[config.mk]
export PLATFORM = sky130hd
export DESIGN_NAME = sync_fifo
export DESIGN_NICKNAME = d
export VERILOG_FILES = /design/src/rtl/sync_fifo_pkg.sv /design/src/rtl/sync_fifo_ram.sv /design/src/rtl/sync_fifo.sv
export SDC_FILE = /design/constraint.sdc
export NUM_CORES = 1
export LEC_CHECK = 0
export ABC_AREA = 1
export BUFFER_PORTS_ARGS = -buffer_cell sky130_fd_sc_hd__clkbuf_2
export CAP_MARGIN = 30
export CORE_MARGIN = 1.5
export CORE_UTILIZATION = 35
export CTS_CLUSTER_SIZE = 14
export DETAILED_ROUTE_END_ITERATION = 16
export HOLD_SLACK_MARGIN = 0.06
export SYNTH_ARGS = -nofsm -noshare
export SYNTH_HDL_FRONTEND = slang
export SYNTH_SLANG_ARGS = --single-unit
[constraint.sdc]
create_clock -name clk -period 1.75 [get_ports clk]
set_clock_uncertainty 0.05 [all_clocks]
set_input_delay 0.175 -clock clk [delete_from_list [all_inputs] [get_ports clk]]
set_output_delay 0.175 -clock clk [all_outputs]
set_load 0.03 [all_outputs]
[src/rtl/sync_fifo_pkg.sv]
// Shared types for the synchronous FIFO: per-cycle operation decode.
package sync_fifo_pkg;

  typedef enum logic [1:0] {
    OP_IDLE = 2'b00,
    OP_PUSH = 2'b01,
    OP_POP  = 2'b10,
    OP_BOTH = 2'b11
  } fifo_op_e;

  // Qualified push/pop strobes folded into a single operation code.
  function automatic fifo_op_e decode_op(input logic push, input logic pop);
    return fifo_op_e'({pop, push});
  endfunction

endpackage

[src/rtl/sync_fifo_ram.sv]
// Simple dual-port storage: synchronous write, asynchronous read (distributed RAM style).
module sync_fifo_ram #(
  parameter int unsigned WIDTH      = 8,
  parameter int unsigned LOG2_DEPTH = 4
) (
  input  logic                  clk,
  input  logic                  we,
  input  logic [LOG2_DEPTH-1:0] waddr,
  input  logic [WIDTH-1:0]      wdata,
  input  logic [LOG2_DEPTH-1:0] raddr,
  output logic [WIDTH-1:0]      rdata
);

  localparam int unsigned DEPTH = 1 << LOG2_DEPTH;

  logic [WIDTH-1:0] mem [DEPTH];

  // Contents are intentionally not reset.
  always_ff @(posedge clk) begin
    if (we) begin
      mem[waddr] <= wdata;
    end
  end

  assign rdata = mem[raddr];

endmodule

[src/rtl/sync_fifo.sv]
// First-word-fall-through single-clock FIFO with occupancy flags for upstream flow control.
module sync_fifo
  import sync_fifo_pkg::*;
#(
  parameter int unsigned WIDTH      = 8,
  parameter int unsigned LOG2_DEPTH = 4
) (
  input  logic             clk,
  input  logic             rst,
  input  logic             write,
  input  logic             read,
  input  logic [WIDTH-1:0] dataIn,
  output logic [WIDTH-1:0] dataOut,
  output logic             dataPresent,
  output logic             halfFull,
  output logic             full
);

  localparam int unsigned DEPTH = 1 << LOG2_DEPTH;
  localparam int unsigned PW    = LOG2_DEPTH;
  localparam int unsigned CW    = LOG2_DEPTH + 1;

  logic [PW-1:0] wr_ptr;
  logic [PW-1:0] rd_ptr;
  logic [CW-1:0] count;
  logic [CW-1:0] count_next;
  logic          wr_ok;
  logic          rd_ok;
  fifo_op_e      op;

  // Guards use pre-edge flags, so a write while full is dropped even if a read pops.
  always_comb begin
    wr_ok      = write && !full;
    rd_ok      = read && dataPresent;
    op         = decode_op(wr_ok, rd_ok);
    count_next = count;
    case (op)
      OP_PUSH: count_next = count + CW'(1);
      OP_POP:  count_next = count - CW'(1);
      default: ;
    endcase
  end

  // Flags are registered from the next count so they track count exactly.
  always_ff @(posedge clk) begin
    if (rst) begin
      wr_ptr      <= '0;
      rd_ptr      <= '0;
      count       <= '0;
      dataPresent <= 1'b0;
      halfFull    <= 1'b0;
      full        <= 1'b0;
    end else begin
      if (wr_ok) wr_ptr <= wr_ptr + PW'(1);
      if (rd_ok) rd_ptr <= rd_ptr + PW'(1);
      count       <= count_next;
      dataPresent <= (count_next != '0);
      halfFull    <= (count_next >= CW'(DEPTH / 2));
      full        <= (count_next == CW'(DEPTH));
    end
  end

  sync_fifo_ram #(
    .WIDTH      (WIDTH),
    .LOG2_DEPTH (LOG2_DEPTH)
  ) u_ram (
    .clk   (clk),
    .we    (wr_ok),
    .waddr (wr_ptr),
    .wdata (dataIn),
    .raddr (rd_ptr),
    .rdata (dataOut)
  );

endmodule

==> results of run 1 <==
logic make-up (layout without fill, tap and decap cells):
group                      count (synthesis)  count (layout)
xor gates and xnor gates                   2               2
muxes                                     32              32
and+or+nand+nor                           99              99
adders and majority gates                  7               7
buffers and inverters                     83             153
DFF                                      148             148
AOI/OAI and AO/OA                        121             121
through the flow:
step                power (mW)  area (um2)  cells
floorplan                5.421        6212    492
global placement         5.892        6749    745
detailed placement       5.946        6749    745
CTS                      9.628        7448    782
global route             10.06        7550    787
finish                   9.655        7550    787
placed cells by master (no fill, tap or decap), drive strengths merged:
cell / synthesis / final
nand4: 1 / 1
xor2: 2 / 2
nor3: 3 / 3
buf: 10 / 38
dfxtp: 20 / 20
and3: 1 / 1
edfxtp: 128 / 128
dlygate4sd3: 0 / 1
clkinv: 0 / 5
nand3: 19 / 19
nand2: 44 / 44
nand3b: 1 / 1
clkinvlp: 0 / 2
a21oi: 40 / 40
mux2i: 32 / 32
o211ai: 32 / 32
ha: 7 / 7
clkbuf: 13 / 40
nor2: 30 / 30
bufinv: 0 / 2
inv: 60 / 65
o21ai: 49 / 49
timing repair:
action / 4_1_cts / 5_1_grt
setup buffers: 4 / 5
gates resized for setup: 24 / 18
hold buffers: 1 / 0
hold endpoints to repair: 7 / 0
pin swaps: 8 / 13
setup endpoints to repair: 12 / 14
flip-flops by register name, summed over array words and instances (netlist names), named ones only:
signal / count
u_ram.mem: 128
rd_ptr: 4
halfFull: 1
wr_ptr: 4
full: 1
dataPresent: 1
count: 5
power groups by stage:
stage                     Clock (mW)  Sequential [mW]  Combinational [mW]
after detailed placement           0             4.14                1.81
after global placement             0             4.13                1.76
final                           3.52             4.07                2.06
after CTS                       3.59             4.07                1.98
after global routing            3.73             4.09                2.25
after floorplan                    0             4.14                1.28
routing by layer:
metal,track usage,share of wire,up-vias
met5,0,0,-
met4,0.04905,0.013,0
met3,0.03617,0.045,15
met2,0.2548,0.52,84
met1,0.1658,0.43,1858
li1,-,-,1872
area by class of cell:
type                       count  area [um2]  area share
sequential                   148        4255      0.5636
multi-input combinational    261        1672      0.2214
timing repair buffer          61       528.0     0.06994
clock buffer                  18       429.2     0.05684
tap                          225       281.5     0.03729
inverter                      60       235.2     0.03116
clock inverter                14       148.9     0.01972
critical path, stage by stage, from the launching register on:
cell and delay, ps:
dfxtp_4 420, buf_12 180, mux2i_1 190, o21ai_1 90, o211ai_1 270, nand2_1 110, clkbuf_8 180
worst paths after layout:
kind / from / end / slack (ps) / cells past startpoint
max: flip-flop / dataOut[4] / -320 / 6
min: read / rd_ptr[1] / 130 / 4
max reg2reg: full / dataPresent / 40 / 16
min reg2reg: rd_ptr[2] / rd_ptr[2] / 450 / 2
==> impl_results.md, run 1 <==
* Status: finished, violations left
* Failing checks: negative setup slack
* Sw Ratio at 0.2844
* Sequential area share after synthesis at 0.6846
* DPL Wire Length at slightly above 8 mm
* Leakage at 2.706 nW
* Detailed-route wire length per cell at 15.95 um
* Synth unique cells at 30
* Relative max-transition margin at 0.6644
* Post-route DRC at 0
* Layout cell share with drive strength beyond 1 at 0.2171
* Synth cell count leaders: edfxtp_1 (128), inv_1 (56), a21oi_1 (40), nand2_1 (39), o21ai_0 (34)
* Dpl ws at -92.33 ps
* Async set-or-reset flop fraction in the synthesized netlist at 0
* Num rows at 48
* Cell Int Power at 6.909 mW
* Via count at 3829
* Initial Util at 0.3584
* Adder-cell share of the synthesized area at 0.01413
* GRT Total Usage at 0.1427
* Post-synth top area share at 0.6200
* Crit start category: flip-flop
* Synth Area per Inst at 12.60 um2
* Initial antenna violation count at 0
* H-tree depth at 4
* Vias in the first global route at 3788
* P_sw at roughly 2.7 mW
* Antenna viol nets, final at 0
* Die area at 18520 um2
* Synth Area in Compound Gates at 0.1118
* Area contributors post-synth: edfxtp_1 (62%), dfxtp_1 (6.5%), mux2i_1 (5.2%)
* Comb power frac at 0.214
* Syn_nets at 511
* CTS tree: built
* Setup ws final at -323.5 ps
* DR iter-0 viols at about 240
* Nets@finish at 568
* DR pass1 iterations at 4
* Clk_lat worst skew at 420 ps
* Fill cells at around 1.6k
* Tmin final at 2073 ps
* Hold WS at 128.4 ps
* P per Cell Area at 1279 nW/um2
* First-pass GRT wire length at 19.44 mm
* Top_reg_cell synth: edfxtp_1
* Post-Syn Area at between 6000 and 7000 um2
* Path type of the worst setup path: flip-flop to output pin
* Min-delay worst type: primary input to flip-flop
* Synthesized flop and latch total at 148
* Final setup viols at 8
* Core Box Area at 17300 um2
* Worst-path clk slew at 60 ps
* Port Buffers at 22
* Vias/cell at 4.865
* Syn. warnings at 0
* RD Place Congestion at 0.8555
* Largest net degree at the start of global routing at 37
* Post-Synthesis Cells at 492
* Root Buffer: clkbuf_16
* Clock share of power at 0.364
* Sinks on Clock Net at 148
* Max Cap Viol at 0
* Area leader, netlist: edfxtp_1
* Final-report hold violation count at 0
* Post-Synth XOR/XNOR Area at 0.005853
* Main combinational cell family by area after synthesis: compound AO/OA/AOI/OAI gates
* Period utilization at 1.185
* Die width at about 140 um
* Die H at 136.1 um
* WP data required at 1520 ps
* Drt total wl at 12.55 mm
* Crit end category: output pin
* Total grt overflow at 0
* Setup TNS at -2361 ps
* Post-synthesis mux area share at 0.05166
* Count leader, synth: edfxtp_1
* RSZ-0062 raised after global routing: yes
* Worst-margin pin slew at 502.9 ps
* P&R area growth vs syn at 21.78%
* Max frequency at slightly below 500 MHz
* Number of synthesized flops with an enable pin at 128
* Ant. Diodes at 0
* Slew Limit Fails at 0
* CTS Buf Count at 17
* Crit path DAT at 1850 ps
* Util after Layout at 0.4365
* Simple-gate portion of the synthesized area at 0.07447
* Num ports at 23
* CTS max path bufs at 2
* Max VDD drop at 0.8159 mV
* Sequential power share at 0.422
* Crit path max fanout at 21
(Power assumes the default switching activity.)
==> inputs of run 2 (changes only) <==
--- a/config.mk
+++ b/config.mk
@@ -13,6 +13,7 @@
 export CTS_CLUSTER_SIZE = 14
 export DETAILED_ROUTE_END_ITERATION = 16
 export HOLD_SLACK_MARGIN = 0.06
+export SETUP_SLACK_MARGIN = 0.02
 export SYNTH_ARGS = -nofsm -noshare
 export SYNTH_HDL_FRONTEND = slang
 export SYNTH_SLANG_ARGS = --single-unit
==> impl_results.md, run 2 (synthesis gave the netlist of run 1 again) <==
* Reg with most FFs: u_ram.mem
* Post-route DRC at 0
* Vias/cell at 4.942
* Util after Layout at 0.4476
* P&R area growth vs syn at 24.86%
* Crit path max fanout at 6
* DPL Wire Length at around 8.5 mm
* Setup ws final at -375.8 ps
* Crit-path cells: buf_8 > clkbuf_16 > o21ai_2 > o21ai_1 > o211ai_1 > nand2_1 > buf_8
* Root Buffer: clkbuf_16
* Largest register FFs at roughly 130
* P per Cell Area at 1301 nW/um2
* Nets@finish at 573
* Num rows at 48
* Failing checks: negative setup slack
* Largest regs: u_ram.mem: 128 flops, count: 5 flops
* Detailed-route wire length per cell at 17.28 um
* Path type of the worst setup path: flip-flop to output pin
* Largest net degree at the start of global routing at 31
* Via count at 3914
* Slew Limit Fails at 0
* Commonest cells after routing, fill and taps aside: edfxtp_1 (128), inv_1 (54), a21oi_1 (37)
* CTS max path bufs at 2
* Setup TNS at -2498 ps
* Leakage at 2.778 nW
* Period utilization at 1.215
* Crit path DAT at 1900 ps
* Final Cell Area at 7741 um2
* CTS Buf Count at 17
* Core Box Area at 17300 um2
* RD Place Congestion at 0.8540
* Final-report hold violation count at 0
* Cell family with most CP delay: buffers and inverters
* First-pass GRT wire length at 20.62 mm
* Hold WS at 127.6 ps
* Num ports at 23
* WP data required at 1520 ps
* Final setup viols at 8
* Crit path top cell by count: buf_8
* Min-delay worst type: primary input to flip-flop
* Max Cap Viol at 0
* Total grt overflow at 0
* Layout cell share with drive strength beyond 1 at 0.2469
* Reg area at 4257 um2
* Slowest stage delay, CP at 400 ps
* Relative max-transition margin at 0.6535
* Crit start category: flip-flop
* Sinks on Clock Net at around 150
* DR iter-0 viols at 235
* Port Buffers at 22
* Initial Util at 0.3584
* Die width at ~140 um
* Status: finished, violations left
* GRT Total Usage at 0.1517
* RSZ-0062 raised after global routing: yes
* CTS tree: built
* Worst-margin pin slew at 519.2 ps
* H-tree depth at 4
* Max frequency at 470.4 MHz
* Placed Area at a little under 7000 um2
* Die H at 136.1 um
* Die area at 18520 um2
* Max VDD drop at around 0.78 mV
* Ant. Diodes at 0
* DR pass1 iterations at 5
* Dpl ws at -45.32 ps
* Antenna viol nets, final at 0
* Crit end category: output pin
* Vias in the first global route at between 3k and 4k
* Slowest-stage cell, CP: dfxtp_4
* Drt total wl at 13.68 mm
* Multi-input gate area at 1738 um2
* Worst-path clk slew at roughly 60 ps
* Tmin final at 2126 ps
* Commonest non-fill, non-tap cell in the layout: edfxtp_1
* Count of buffer and inverter cells on the critical path at 3
* Initial antenna violation count at 1
* Fill cells at 1584
* Clk_lat worst skew at roughly 420 ps
-- run 2: cell type report --
| type | instances | area share |
|---|---|---|
| clock buffer | 20 | 0.05641 |
| clock inverter | 12 | 0.02004 |
| inverter | 60 | 0.03039 |
| multi-input combinational | 261 | 0.2245 |
| sequential | 148 | 0.5499 |
| tap | 225 | 0.03637 |
| timing repair buffer | 66 | 0.08243 |
-- run 2: power breakdown --
part           total [mW]  internal [mW]  switching, mW
clock                3.64           2.24           1.40
combinational        2.36           1.03           1.33
sequential           4.08           3.97          0.111
-- run 2: path summary, 6_finish.rpt --
| check | from | endpoint | slack [ps] | depth (start not counted) |
|---|---|---|---|---|
| worst min register to register | rd_ptr[2] | rd_ptr[2] | 450 | 2 |
| worst min-delay path | dataIn[4] | u_ram.mem[9][4] | 130 | 1 |
| worst max register to register | dataPresent | dataPresent | 40 | 16 |
| worst max-delay path | flip-flop | dataOut[4] | -380 | 7 |
-- run 2: through the flow --
stage	std cells	power (mW)
final	792	10.07
after CTS	783	9.762
after global routing	792	10.50
after global placement	745	5.911
after detailed placement	745	5.945
after floorplan	492	5.421
-- run 2: repair_timing --
action / in CTS / in global routing
setup buffers: 5 / 5
pin swaps: 11 / 23
gates resized for setup: 29 / 49
endpoints found under the hold margin: 7 / 0
endpoints found under the setup margin: 12 / 13
cloned: 0 / 4
hold buffers: 1 / 0
-- run 2: layer usage --
layer | GRT usage | part of all wire | vias up
li1 | - | - | 1888
met1 | 0.1838 | 0.42 | 1898
met2 | 0.2604 | 0.52 | 108
met3 | 0.04027 | 0.044 | 18
met4 | 0.05319 | 0.016 | 2
met5 | 0 | 0.00066 | -
==> inputs of run 3 (changes only) <==
--- a/config.mk
+++ b/config.mk
@@ -9,9 +9,10 @@
 export BUFFER_PORTS_ARGS = -buffer_cell sky130_fd_sc_hd__clkbuf_2
 export CAP_MARGIN = 30
 export CORE_MARGIN = 1.5
-export CORE_UTILIZATION = 35
+export CORE_UTILIZATION = 45
 export CTS_CLUSTER_SIZE = 14
 export DETAILED_ROUTE_END_ITERATION = 16
+export GPL_TIMING_DRIVEN = 1
 export HOLD_SLACK_MARGIN = 0.06
 export SETUP_SLACK_MARGIN = 0.02
 export SYNTH_ARGS = -nofsm -noshare
==> impl_results.md, run 3 (synthesis gave the netlist of run 1 again) <==
* H-tree depth at 4
* Max frequency at just under 500 MHz
* Num rows at 42
* Crit start category: flip-flop
* Worst hold path cell count at 1
* Endpoint with the worst hold slack: u_ram.mem[6][2]
* Hold WS at 135.3 ps
* Slew Limit Fails at 0
* Ant. Diodes at 0
* Drt total wl at 12.84 mm
* Failing checks: negative setup slack
* Root Buffer: clkbuf_16
* CTS tree: built
* Initial antenna violation count at 0
* Detailed-route wire length per cell at 17.31 um
* Cell family with most CP delay: flip-flops
* Largest net degree at the start of global routing at 33
* P&R area growth vs syn at 23.23%
* Fill cells at 1088
* Crit path max fanout at 18
* Slowest-stage cell, CP: dfxtp_4
* Antenna viol nets, final at 0
* Count of buffer and inverter cells on the critical path at 2
* GR Layer Usage met2 at 0.3118
* Core Box Area at 13350 um2
* Clk_lat worst skew at 420 ps
* GRT met1 Usage at 0.2393
* Relative max-transition margin at 0.6197
* Nets@finish at 572
* P per Cell Area at 1281 nW/um2
* Crit path DAT at around 1800 ps
* Layout cell share with drive strength beyond 1 at 0.2367
* Min-delay src: dataIn[2]
* Setup ws final at -313.6 ps
* Total grt overflow at 0
* Min-delay worst type: primary input to flip-flop
* Tmin final at 2064 ps
* Largest register FFs at 128
* Reg2reg end: dataPresent
* Final Cell Area at ~7600 um2
* Max Cap Viol at 0
* R2R Setup Slk at 60 ps
* GRT Total Usage at 0.1907
* Commonest non-fill, non-tap cell in the layout: edfxtp_1
* First-pass GRT wire length at 20.15 mm
* Reg with most FFs: u_ram.mem
* Initial Util at 0.4645
* DR pass1 iterations at 5
* Vias/cell at 5.170
* DPL Wire Length at 7.978 mm
* CTS max path bufs at 2
* Tot Pwr at 9.784 mW
* CTS Buf Count at 17
* Sinks on Clock Net at 148
* Die area at 14490 um2
* Period utilization at 1.179
* RSZ-0062 raised after global routing: yes
* Worst R2R Start: full
* Status: finished, violations left
* Met3 usage at 0.04481
* Leakage at 2.755 nW
* Crit-path cells: buf_12 > mux2i_1 > o21ai_1 > o211ai_1 > nand2_1 > buf_2
* Post-route DRC at 0
* RD Place Congestion at 0.8858
* Placed Area at 6685 um2
* Worst-path clk slew at 50 ps
* Worst-margin pin slew at roughly 570 ps
* Final setup viols at 8
* Slowest stage delay, CP at 450 ps
* Worst R2R Path Depth at 17
* Port Buffers at 22
* Die H at ~120 um
* GRT Max-Usage Layer: met2
* WP data required at around 1500 ps
* Die width at 120.4 um
* Commonest cells after routing, fill and taps aside: edfxtp_1 (128), inv_1 (52), a21oi_1 (39)
* Vias in the first global route at 3786
* Via count at 3836
* Crit end category: output pin
* Largest regs: u_ram.mem: 128 flops, count: 5 flops
* Final-report hold violation count at 0
* Path type of the worst setup path: flip-flop to output pin
* DR iter-0 viols at about 250
* Num ports at 23
* Max VDD drop at roughly 0.7 mV
-- run 3: cell count changes in the layout (fill, tap and decap cells not counted), sizes merged --
| cell | delta |
|---|---|
| clkinv | -3 |
| clkinvlp | -2 |
| dlygate4sd3 | +1 |
| buf | -3 |
| bufinv | -2 |
| clkbuf | +9 |
| inv | -1 |
-- run 3: repair_timing --
| item | CTS | global route |
|---|---|---|
| hold buffers | 2 | 0 |
| setup endpoints to repair | 12 | 134 |
| setup buffers | 7 | 6 |
| endpoints found under the hold margin | 9 | 0 |
| resized for setup | 28 | 47 |
| cloned | 1 | 0 |
| pin swaps | 12 | 17 |
-- run 3: cell type report --
cell class                      instances  area (um2)  share of cell area
Inverter                               60       235.2             0.03079
Multi-Input combinational cell        261        1728              0.2262
Tap cell                              176       220.2             0.02882
Clock inverter                          4       43.79            0.005732
Timing Repair Buffer                   65       630.6             0.08254
Sequential cell                       148        4255              0.5570
Clock buffer                           28       526.8             0.06895
-- run 3: per-layer routing --
metal,up-vias,share of wire
li1,1886,-
met1,1859,0.44
met2,72,0.51
met3,19,0.038
met4,0,0.017
met5,-,0
-- run 3: worst max path at each step --
| stage | endpoint | from | cells after the start |
|---|---|---|---|
| after floorplan | dataPresent | dataPresent | 16 |
| after global placement | dataOut[1] | flip-flop | 6 |
| after detailed placement | dataPresent | dataPresent | 16 |
| after CTS | dataOut[5] | flip-flop | 6 |
| after global routing | dataOut[4] | flip-flop | 6 |
| final | dataOut[5] | flip-flop | 6 |
-- run 3: power breakdown --
part / total (mW) / leakage [nW] / internal (mW) / switching, mW
clock: 3.45 / 0.282 / 2.17 / 1.27
sequential: 4.08 / 1.32 / 3.97 / 0.116
combinational: 2.25 / 1.15 / 0.988 / 1.27
-- run 3: metrics by stage --
step / setup TNS (ps) / std cells / utilization / worst slack [ps]
floorplan: 0 / 492 / - / 24.85
global placement: 0 / 694 / 0.5008 / 28.59
detailed placement: -70.35 / 694 / 0.5008 / -52.78
CTS: -2590 / 736 / 0.5579 / -341.7
global route: -3077 / 742 / 0.5724 / -396.7
finish: -2266 / 742 / 0.5724 / -313.6
